## src/rtl/jtag_pkg.sv

```systemverilog
// ----------------------------------------------------------------------------
// jtag_pkg
// Shared definitions for the JTAG command sequencer and its shift engine:
//   - engine shift widths (instruction width, FIFO word width, DR byte count)
//   - sequencer state encoding
//   - packet header codes (header byte bits [7:6])
//   - error codes reported on err_code
// ----------------------------------------------------------------------------
package jtag_pkg;

    // Engine shift widths; the engine shifts JTAG_FIFO_WIDTH*JTAG_DR_BYTES DR bits.
    localparam int JTAG_IR_WIDTH   = 6;
    localparam int JTAG_FIFO_WIDTH = 8;
    localparam int JTAG_DR_BYTES   = 4;

    typedef enum logic [2:0] {
        ST_IDLE      = 3'd0,
        ST_LOAD      = 3'd1,
        ST_WAIT_IDLE = 3'd2,
        ST_KICK      = 3'd3,
        ST_WAIT_BUSY = 3'd4,
        ST_WAIT_DONE = 3'd5
    } seq_state_e;

    // Header byte bits [7:6]; any code with the top bit set is a bad header.
    typedef enum logic [1:0] {
        HDR_IR = 2'b00,
        HDR_DR = 2'b01
    } hdr_code_e;

    typedef enum logic [1:0] {
        ERR_NONE    = 2'b00,
        ERR_HDR     = 2'b01,
        ERR_TIMEOUT = 2'b10
    } err_code_e;

endpackage

```

## src/rtl/jtag_cmd_seq_wdog.sv

```systemverilog
// ----------------------------------------------------------------------------
// jtag_cmd_seq_wdog
// Wait-state watchdog for the command sequencer. Counts clk cycles while the
// sequencer sits in one of its engine-wait states; the count restarts from
// zero on every state entry.
//
// Ports:
//   clk        in   system clock
//   rst        in   synchronous active-high reset
//   i_run      in   sequencer is in a wait state
//   i_clear    in   sequencer changes state this cycle (count restarts)
//   o_expired  out  this is cycle TIMEOUT_CYCLES of the current wait state
//
// Only instantiated when JTAG_CMD_SEQ_TIMEOUT_EN is defined.
// ----------------------------------------------------------------------------
module jtag_cmd_seq_wdog #(
    parameter int TIMEOUT_CYCLES = 65535
) (
    input  logic clk,
    input  logic rst,
    input  logic i_run,
    input  logic i_clear,
    output logic o_expired
);

    localparam int CNT_W = (TIMEOUT_CYCLES > 1) ? $clog2(TIMEOUT_CYCLES + 1) : 1;
    // Count value seen on the last allowed cycle: the first cycle in a state reads 0.
    localparam logic [CNT_W-1:0] CNT_LAST = CNT_W'(TIMEOUT_CYCLES - 1);

    logic [CNT_W-1:0] r_cnt;

    always_ff @(posedge clk) begin
        if (rst || i_clear || !i_run) begin
            r_cnt <= '0;
        end else if (r_cnt != CNT_LAST) begin
            r_cnt <= r_cnt + CNT_W'(1);
        end
    end

    // Depends only on the register and i_run, so the sequencer may feed its
    // next-state decision back into i_clear without forming a loop.
    assign o_expired = i_run && (r_cnt == CNT_LAST);

endmodule

```

## src/rtl/jtag_cmd_seq.sv

```systemverilog
// ----------------------------------------------------------------------------
// jtag_cmd_seq
// Host-side command sequencer for the JTAG shift engine. Parses a host byte
// stream into IR/DR packets, writes payloads into the engine's instruction or
// data FIFO, kicks the engine with a one-cycle work pulse (op held stable),
// waits for a full busy rise/fall and reports done / err.
//
// Ports:
//   clk, rst                 clock, synchronous active-high reset
//   s_valid/s_data/s_ready   host byte stream (s_ready combinational)
//   op, work                 engine control: op 1=data 0=instruction, start pulse
//   busy                     engine busy
//   wr_instruction, wdata_instruction, full_instruction   instruction FIFO
//   wr_data, wdata_data, full_data                        data FIFO
//   done                     one-cycle pulse when a packet completes
//   err, err_code            one-cycle error pulse, code held until next err
//
// Header byte bits [7:6]: 00 IR (1 payload byte), 01 DR (DR_BYTES payload
// bytes), 1x bad header. Bits [5:0] are ignored.
//
// Build option: define JTAG_CMD_SEQ_TIMEOUT_EN to add a wait-state watchdog
// (TIMEOUT_CYCLES) that aborts the packet with err_code=10.
// ----------------------------------------------------------------------------
module jtag_cmd_seq
    import jtag_pkg::*;
#(
    parameter int DATA_INSTRUCTION = JTAG_IR_WIDTH,
    parameter int DATA_FIFO        = JTAG_FIFO_WIDTH,
    parameter int DR_BYTES         = JTAG_DR_BYTES,
    parameter int TIMEOUT_CYCLES   = 65535
) (
    input  logic                        clk,
    input  logic                        rst,
    input  logic                        s_valid,
    input  logic [DATA_FIFO-1:0]        s_data,
    output logic                        s_ready,
    output logic                        op,
    output logic                        work,
    input  logic                        busy,
    output logic                        wr_instruction,
    output logic [DATA_INSTRUCTION-1:0] wdata_instruction,
    input  logic                        full_instruction,
    output logic                        wr_data,
    output logic [DATA_FIFO-1:0]        wdata_data,
    input  logic                        full_data,
    output logic                        done,
    output logic                        err,
    output logic [1:0]                  err_code
);

    if (TIMEOUT_CYCLES < 1 || DR_BYTES < 1 || DATA_FIFO < 2 ||
        DATA_INSTRUCTION > DATA_FIFO) begin : g_bad_params
        $error("jtag_cmd_seq: illegal parameter combination");
    end

    localparam int CNT_W = $clog2(DR_BYTES + 1);
    localparam logic [CNT_W-1:0] CNT_IR = CNT_W'(1);
    localparam logic [CNT_W-1:0] CNT_DR = CNT_W'(DR_BYTES);

    seq_state_e                  r_state;
    seq_state_e                  w_state_next;
    logic                        r_op;
    logic [CNT_W-1:0]            r_cnt;
    logic                        r_work;
    logic                        r_wr_instruction;
    logic                        r_wr_data;
    logic [DATA_INSTRUCTION-1:0] r_wdata_instruction;
    logic [DATA_FIFO-1:0]        r_wdata_data;
    logic                        r_done;
    logic                        r_err;
    logic [1:0]                  r_err_code;

    logic       w_s_ready;
    logic       w_target_full;
    logic       w_wr_pend;
    logic [1:0] w_hdr_code;
    logic       w_hdr_hs;
    logic       w_hdr_bad;
    logic       w_hdr_good_hs;
    logic       w_hdr_bad_hs;
    logic       w_pay_hs;
    logic       w_last_wr;
    logic       w_timeout;
    logic       w_timeout_fire;
    logic       w_done_set;

    // ------------------------------------------------------------------
    // Host handshake
    // ------------------------------------------------------------------
    assign w_target_full = r_op ? full_data : full_instruction;
    // A write strobe in flight blocks the next byte: one byte per 2 cycles.
    assign w_wr_pend     = r_wr_instruction | r_wr_data;

    assign w_s_ready = !rst &&
                       ((r_state == ST_IDLE) ||
                        ((r_state == ST_LOAD) && !w_target_full && !w_wr_pend));

    assign w_hdr_code    = s_data[DATA_FIFO-1 -: 2];
    assign w_hdr_bad     = (w_hdr_code != HDR_IR) && (w_hdr_code != HDR_DR);
    assign w_hdr_hs      = s_valid && w_s_ready && (r_state == ST_IDLE);
    assign w_hdr_good_hs = w_hdr_hs && !w_hdr_bad;
    assign w_hdr_bad_hs  = w_hdr_hs && w_hdr_bad;
    assign w_pay_hs      = s_valid && w_s_ready && (r_state == ST_LOAD);

    // The counter already holds the packet length when the final strobe is out.
    assign w_last_wr = w_wr_pend && (r_cnt == (r_op ? CNT_DR : CNT_IR));

    // ------------------------------------------------------------------
    // Optional wait-state watchdog
    // ------------------------------------------------------------------
`ifdef JTAG_CMD_SEQ_TIMEOUT_EN
    logic w_wd_run;
    logic w_wd_clear;

    assign w_wd_run   = (r_state == ST_WAIT_IDLE) || (r_state == ST_WAIT_BUSY) ||
                        (r_state == ST_WAIT_DONE);
    assign w_wd_clear = (w_state_next != r_state);

    jtag_cmd_seq_wdog #(
        .TIMEOUT_CYCLES (TIMEOUT_CYCLES)
    ) u_wdog (
        .clk       (clk),
        .rst       (rst),
        .i_run     (w_wd_run),
        .i_clear   (w_wd_clear),
        .o_expired (w_timeout)
    );
`else
    assign w_timeout = 1'b0;
`endif

    // ------------------------------------------------------------------
    // FSM
    // ------------------------------------------------------------------
    always_ff @(posedge clk) begin
        if (rst) begin
            r_state <= ST_IDLE;
        end else begin
            r_state <= w_state_next;
        end
    end

    // In the wait states the awaited busy level wins over a same-cycle timeout.
    always_comb begin
        w_state_next   = r_state;
        w_done_set     = 1'b0;
        w_timeout_fire = 1'b0;
        case (r_state)
            ST_IDLE: begin
                if (w_hdr_good_hs) begin
                    w_state_next = ST_LOAD;
                end
            end
            ST_LOAD: begin
                if (w_last_wr) begin
                    w_state_next = ST_WAIT_IDLE;
                end
            end
            ST_WAIT_IDLE: begin
                if (!busy) begin
                    w_state_next = ST_KICK;
                end else if (w_timeout) begin
                    w_state_next   = ST_IDLE;
                    w_timeout_fire = 1'b1;
                end
            end
            ST_KICK: begin
                w_state_next = ST_WAIT_BUSY;
            end
            ST_WAIT_BUSY: begin
                if (busy) begin
                    w_state_next = ST_WAIT_DONE;
                end else if (w_timeout) begin
                    w_state_next   = ST_IDLE;
                    w_timeout_fire = 1'b1;
                end
            end
            ST_WAIT_DONE: begin
                if (!busy) begin
                    w_state_next = ST_IDLE;
                    w_done_set   = 1'b1;
                end else if (w_timeout) begin
                    w_state_next   = ST_IDLE;
                    w_timeout_fire = 1'b1;
                end
            end
            default: begin
                w_state_next = ST_IDLE;
            end
        endcase
    end

    // ------------------------------------------------------------------
    // Registered outputs and packet context
    // ------------------------------------------------------------------
    always_ff @(posedge clk) begin
        if (rst) begin
            r_op                <= 1'b0;
            r_cnt               <= '0;
            r_work              <= 1'b0;
            r_wr_instruction    <= 1'b0;
            r_wr_data           <= 1'b0;
            r_wdata_instruction <= '0;
            r_wdata_data        <= '0;
            r_done              <= 1'b0;
            r_err               <= 1'b0;
            r_err_code          <= ERR_NONE;
        end else begin
            // work is high exactly in the ST_KICK cycle.
            r_work <= (w_state_next == ST_KICK);
            r_done <= w_done_set;
            r_err  <= w_hdr_bad_hs || w_timeout_fire;

            if (w_hdr_bad_hs) begin
                r_err_code <= ERR_HDR;
            end else if (w_timeout_fire) begin
                r_err_code <= ERR_TIMEOUT;
            end

            // op stays put until the next good header, so it is stable
            // through the whole engine transaction.
            if (w_hdr_good_hs) begin
                r_op  <= (w_hdr_code == HDR_DR);
                r_cnt <= '0;
            end else if (w_pay_hs) begin
                r_cnt <= r_cnt + CNT_W'(1);
            end

            r_wr_instruction <= w_pay_hs && !r_op;
            r_wr_data        <= w_pay_hs && r_op;

            if (w_pay_hs && !r_op) begin
                r_wdata_instruction <= s_data[DATA_INSTRUCTION-1:0];
            end
            if (w_pay_hs && r_op) begin
                r_wdata_data <= s_data;
            end
        end
    end

    assign s_ready           = w_s_ready;
    assign op                = r_op;
    assign work              = r_work;
    assign wr_instruction    = r_wr_instruction;
    assign wdata_instruction = r_wdata_instruction;
    assign wr_data           = r_wr_data;
    assign wdata_data        = r_wdata_data;
    assign done              = r_done;
    assign err               = r_err;
    assign err_code          = r_err_code;

endmodule

```

## config.mk

```make
export PLATFORM = sky130hd
export DESIGN_NAME = jtag_cmd_seq
export DESIGN_NICKNAME = d
export VERILOG_FILES = /design/src/rtl/jtag_pkg.sv /design/src/rtl/jtag_cmd_seq_wdog.sv /design/src/rtl/jtag_cmd_seq.sv
export SDC_FILE = /design/constraint.sdc
export NUM_CORES = 1
export LEC_CHECK = 0
export BUFFER_PORTS_ARGS = -buffer_cell sky130_fd_sc_hd__buf_2
export CORE_MARGIN = 2
export CORE_UTILIZATION = 30
export CTS_CLUSTER_DIAMETER = 60
export CTS_CLUSTER_SIZE = 40
export DETAILED_ROUTE_END_ITERATION = 8
export PLACE_DENSITY = 0.53
export SLEW_MARGIN = 30
export SYNTH_ARGS = -nofsm -noshare
export SYNTH_HDL_FRONTEND = slang
export SYNTH_SLANG_ARGS = --single-unit
```

## constraint.sdc

```tcl
create_clock -name clk -period 1.5 [get_ports clk]
set_input_delay 0.15 -clock clk [delete_from_list [all_inputs] [get_ports clk]]
set_output_delay 0.15 -clock clk [all_outputs]
set_load 0.005 [all_outputs]
```

Word level (Yosys, flattened, before mapping)
Cells that the tools add are included.
{ "op_classes": {"magnitude_cmp": 0, "add_sub_neg": 1, "reduce_logical": 22, "n_div": 0, "n_mul": 0, "mux": 10, "eq_ne": 9, "shifts": 0, "bitwise_logic": 2} }
{ "ops": {"columns": ["cell", "n"], "rows": [
  ["$mux 3", 6],
  ["$pmux 3 s6", 1],
  ["$logic_and 1x1->1", 12],
  ["$eq 3x2->1 const B", 3],
  ["$eq 3x3->1 const B", 2],
  ["$logic_not 1->1", 5],
  ["$reduce_or 2->1", 2],
  ["$add 3x1->3 const B", 1],
  ["$eq 3x1->1 const B", 1],
  ["$eq 3x3->1", 1],
  ["$logic_not 3->1", 1],
  ["$mux 1", 3],
  ["$eq 2x1->1 const B", 1],
  ["$ne 2x1->1 const B", 1],
  ["$reduce_bool 2->1", 1],
  ["$logic_or 1x1->1", 1],
  ["$not 1->1", 1],
  ["$or 1x1->1", 1]
]} }
{ "word_totals": {"latch_bits": 0, "n_memories": 0, "output_inout_bits": 23, "ram_bits": 0, "regBits": 27, "elab_cells": 55, "mem_bits_ro": 0} }

Logic depth before layout (Yosys ltp)
{ "depth": {"depth_word": 12, "depth_mapped": 6, "depth_no_buf": 4} }

Worst setup path before layout
Ideal clock, no wire load.
{ "synth_path": {"kind": "register -> register", "start": "register r_state[2]", "end": "register r_wdata_instruction[0], in the netlist wdata_instruction[0]", "setup_time_ns": 0.128, "stages_incl_launch_ff": 6, "arrival_ns": 1.297, "t_required_ns": 1.372, "path_slack_ns": 0.076, "cell_sequence": "dfxtp_1 buf_2 nor3b_2 nand4_1 mux2i_1 nor2_1"} }
{ "synth_via": {"elab_chain_len": 8, "elab_cells_between_ends": 9, "cone_classes": "eq/ne (1); reduce/logical (8)"} }
{ "synth_lines": {"columns": ["item", "line_no", "text"], "rows": [
  ["start, declared", "jtag_cmd_seq.sv:60", "seq_state_e r_state;"],
  ["start signal, assigned", "jtag_cmd_seq.sv:139", "r_state <= w_state_next;"],
  ["$eq 3x1->1", "jtag_cmd_seq.sv:96, jtag_cmd_seq.sv:103", null],
  ["$logic_and 1x1->1 (2 in series)", "jtag_cmd_seq.sv:96", "((r_state == ST_LOAD) && !w_target_full && !w_wr_pend));"],
  ["$logic_or 1x1->1", "jtag_cmd_seq.sv:95", "((r_state == ST_IDLE) ||"],
  ["$logic_and 1x1->1", "jtag_cmd_seq.sv:94", "assign w_s_ready = !rst &&"],
  ["$logic_and 1x1->1", "jtag_cmd_seq.sv:103", "assign w_pay_hs = s_valid && w_s_ready && (r_state == ST_LOAD);"],
  ["$logic_and 1x1->1 *", "jtag_cmd_seq.sv:103", null],
  ["$logic_and 1x1->1 *", "jtag_cmd_seq.sv:232", "if (w_pay_hs && !r_op) begin"],
  ["end signal, assigned", "jtag_cmd_seq.sv:233", "r_wdata_instruction <= s_data[DATA_INSTRUCTION-1:0];"],
  ["end, declared", "jtag_cmd_seq.sv:67", "logic [DATA_INSTRUCTION-1:0] r_wdata_instruction;"]
]} }
Every way passes the cells marked *; elsewhere a longest branch is shown, timed or not.
A chain may end at the register's enable or synchronous reset.

Worst setup path after layout
{ "layout_path": {"start": "register r_state[2]", "end": "register r_cnt[1]"} }
{ "layout_via": {"elab_chain_len": 9, "elab_cells_between_ends": 11, "cone_classes": "eq/ne (1); reduce/logical (10)"} }
{ "layout_lines": {"columns": ["item", "line_no", "text"], "rows": [
  ["$eq 3x1->1", "jtag_cmd_seq.sv:96, jtag_cmd_seq.sv:103", null],
  ["$logic_and 1x1->1 (2 in series)", "jtag_cmd_seq.sv:96", null],
  ["$logic_or 1x1->1", "jtag_cmd_seq.sv:95", null],
  ["$logic_and 1x1->1", "jtag_cmd_seq.sv:94", null],
  ["$logic_and 1x1->1", "jtag_cmd_seq.sv:100, jtag_cmd_seq.sv:103", null],
  ["$logic_and 1x1->1", "jtag_cmd_seq.sv:100", "assign w_hdr_hs = s_valid && w_s_ready && (r_state == ST_IDLE);"],
  ["$logic_and 1x1->1", "jtag_cmd_seq.sv:101", "assign w_hdr_good_hs = w_hdr_hs && !w_hdr_bad;"],
  ["$reduce_or 2->1 (no source line)", null, null],
  ["end signal, assigned", "jtag_cmd_seq.sv:226", "r_cnt <= r_cnt + CNT_W'(1);"],
  ["end, declared", "jtag_cmd_seq.sv:63", "logic [CNT_W-1:0] r_cnt;"]
]} }
Several ways; a longest one is shown, not always the timed one.

==> out/summary.md <==
The run gives -0.0257 ns as the worst setup margin. Routability-driven placement finished with a final weighted congestion of 0.759. The run finished, with violations left. Across the run, the number of max-cap violations was 0.

The first detailed-routing pass took 4 iterations. Kind of end point of the critical path: a flip-flop. Detailed routing inserted a total of 1002 vias.

Buffers placed on the I/O ports in this run total 35. Entering global routing, the biggest net connects 17 pins. Hold violation total from the final report: 0. Setup repair after global routing could not meet its margin everywhere. The ratio of total power to cell area is 804 mW/mm2, and the routed length per placed instance is 13.4 um. Summing all placed instances gives a cell area of 0.00142 mm2. The signal on the critical path passes through or3b_4 > or4_4 > o2111ai_2 > o31ai_2.

Number of synthesized flops with an enable pin: 0. For this block, the routed nets add up to 2.80 mm of wire. At the pin with the least slew margin, the transition time is 0.514 ns.

37 I/O pins were placed. The remaining routing DRC violations is 0, and the number of endpoints failing setup at the final stage is 3. The tools report the worst-case clock buffer depth as 2. The tools report the leftover overflow at the end of global routing as 0. The most frequent cell after synthesis is sky130_fd_sc_hd__dfxtp_1. For the number of antenna violations at the first check in global routing, the log shows 0.

The headroom to the max-slew limit came out at 0.652. Yosys attributes the largest share of cell area to sky130_fd_sc_hd__dfxtp_1 (48%), sky130_fd_sc_hd__mux2i_1 (14%), sky130_fd_sc_hd__nor2_1 (6.3%), sky130_fd_sc_hd__a211oi_1 (2.0%), sky130_fd_sc_hd__nand3b_1 (2.0%). Summed over all nets, the half-perimeter wirelength after detailed placement is 2.03 mm.

The die is 65.6 um tall. For the final instance area, the log shows 0.00156 mm2. The synthesized design spends more area on one cell type than any other, namely sky130_fd_sc_hd__dfxtp_1. The number of nets in the final layout was 176; the final number of max-transition violations was 0. The first global-routing pass estimated 4.40 mm of wire.

The tools report the arrival time reported for the critical path endpoint as 1.68 ns. For the area of the die, the log shows 0.00430 mm2. The critical path class is reg2reg. The run gives 0 as the antenna diode count.

The root buffer cell is sky130_fd_sc_hd__clkbuf_8. For the initial cell density of the core, the log shows 0.311. Counting flops and latches in the post-synthesis netlist gives 27.

The floorplan step defined a core boundary enclosing 0.00366 mm2. The largest individual stage delay along the critical path comes from the cell sky130_fd_sc_hd__or4_4. The commonest cells after synthesis are sky130_fd_sc_hd__dfxtp_1 (27), sky130_fd_sc_hd__nor2_1 (19), sky130_fd_sc_hd__mux2i_1 (16). The share of synthesized registers carrying an async set or reset was 0; the clock transition time at the flip-flop clock pins of the worst setup and hold paths was 0.09 ns. Yosys printed 0 warnings. The run gives 130 as the post-synthesis net count. The run gives 3 as the number of buffers created by CTS.

The summed negative setup slack over all endpoints was -0.0699 ns. The final reports fail on setup timing. Synthesis handed over a netlist of 115 instances. The worst setup path is launched from a flip-flop.

The via count of the first global-routing pass is 958. For the required time of the worst setup path, the log shows 1.66 ns. In this run the core area contains 22 standard-cell rows.

The average size of a mapped cell is 9.89 um2, and the maximum ir drop on the vdd rail is 408 uV. In this run the static leakage power is 0.709 nW. The largest single stage delay on the critical path is 0.46 ns. The logs give 0.00343 ns for the worst setup skew after layout and 655 MHz for the timing-limited maximum frequency.

For the number of DRC violations after detailed-routing iteration 0, the log shows 57. The tools report the post-cts hold buffer count as 0. The synthesis-to-layout area growth is 37.4%.

The mapped netlist covers 0.00114 mm2. Measured along the x axis, the die boundary spans 65.6 um. The share of layout cells above drive strength 1 is 0.425, and the number of distinct standard cells referenced by the synthesized netlist is 38.

The tools report the utilization after layout as 0.427. H-tree depth reported by CTS: 1. The detail route stage leaves a number of antenna-violating nets equal to 0. The fraction of synthesized cell area taken by the top area cell type came out at 0.475.

The total global routing track utilization was 0.131; the average via count per standard cell was 4.82. Class of the tightest hold or removal check: in2reg. Counting every sink on the clock net gives 27. The share of the clock period used by the worst path after layout was 1.02. TritonCTS built the clock tree. In this run the worst path has a maximum fanout of 3. For the worst-skew pair, the clock arrives at the later sink with an insertion delay of 0.27 ns. Counting I/O delays and the setup requirement, the final critical path takes 1.53 ns. The main flop type after synthesis was sky130_fd_sc_hd__dfxtp_1. The tools report the sequential fraction of the synthesis area as 0.475.
-- through the flow --
stage,instances,setup slack [ns],hold WS [ns],power [mW]
2_1_floorplan,115,0.0756,0.286,0.798
3_3_place_gp,202,0.0243,0.397,0.846
3_5_place_dp,202,-0.0324,0.410,0.849
4_1_cts,207,-0.0402,0.112,1.25
5_1_grt,208,-0.122,0.127,1.32
6_report,208,-0.0257,0.111,1.26
-- what timing repair did --
item / 4_1_cts / 5_1_grt
setup endpoints to repair: 3 / 8
buffers inserted: 1 / 1
pin swaps: 0 / 5
resized for setup: 6 / 13
-- power breakdown --
part / total (mW) / internal, mW / leakage (nW) / switching, mW
logic: 0.119 / 0.0572 / 0.467 / 0.0614
registers: 0.730 / 0.724 / 0.219 / 0.00578
clock network: 0.409 / 0.190 / 0.0228 / 0.219
total: 1.26 / 0.971 / 0.709 / 0.286
-- layer usage --
metal / vias to the layer above / global-route usage / part of all wire
li1: 493 / - / -
met1: 478 / 0.170 / 0.45
met2: 29 / 0.219 / 0.48
met3: 2 / 0.0308 / 0.058
met4: 0 / 0.0313 / 0.0068
met5: - / 0 / 0
-- registers in the layout, summed over array words and instances (netlist names) --
signal,count
wr_instruction,1
err,1
r_cnt,3
wr_data,1
wdata_data,8
op,1
r_state,3
work,1
done,1
wdata_instruction,6
err_code,1
-- cell usage in the layout, fill, tap and decap left out, types with 2 or more instances in the layout --
cell type,n
sky130_fd_sc_hd__nand2_1,4
sky130_fd_sc_hd__dfxtp_1,25
sky130_fd_sc_hd__inv_1,3
sky130_fd_sc_hd__nor4_2,2
sky130_fd_sc_hd__or3b_4,2
sky130_fd_sc_hd__mux2i_1,15
sky130_fd_sc_hd__a21oi_1,3
sky130_fd_sc_hd__buf_2,35
sky130_fd_sc_hd__buf_4,12
sky130_fd_sc_hd__nor2b_1,2
sky130_fd_sc_hd__clkbuf_8,3
sky130_fd_sc_hd__nand3b_1,3
sky130_fd_sc_hd__nor2_1,18
sky130_fd_sc_hd__a211oi_2,3
-- worst paths after layout --
path                            slack (ns)  depth (start not counted)         from           to
worst max-delay path                 -0.03                          4   r_state[2]     r_cnt[1]
worst min-delay path                  0.11                          3    s_data[6]           op
worst max register to register       -0.03                          4   r_state[2]     r_cnt[1]
worst min register to register        0.48                          1  err_code[0]  err_code[0]
-- cell type report --
cell class / count / area (um2)
clock buffer: 4 / 45.0
tap: 48 / 60.1
sequential: 27 / 546
fill: 381 / 2100
multi-input combinational: 78 / 616
timing repair buffer: 48 / 285
inverter: 3 / 11.3
-- worst max-delay path, delay by kind of cell, from the launching register on --
family             cells  cell delay [ns]
and+or+nand+nor        2             0.84
DFF                    1             0.35
AOI/OAI and AO/OA      2             0.21
-- kinds of logic (layout without fill, tap and decap cells) --
family	count (synthesis)	count (layout)	synth area share
buffers and inverters	10	55	0.0484
adders and majority gates	1	1	0.0110
other	1	1	0.00330
DFF	27	27	0.475
AOI/OAI and AO/OA	15	15	0.0946
muxes	16	16	0.141
and+or+nand+nor	45	45	0.227
No activity file was read; power rests on OpenSTA's default activity.
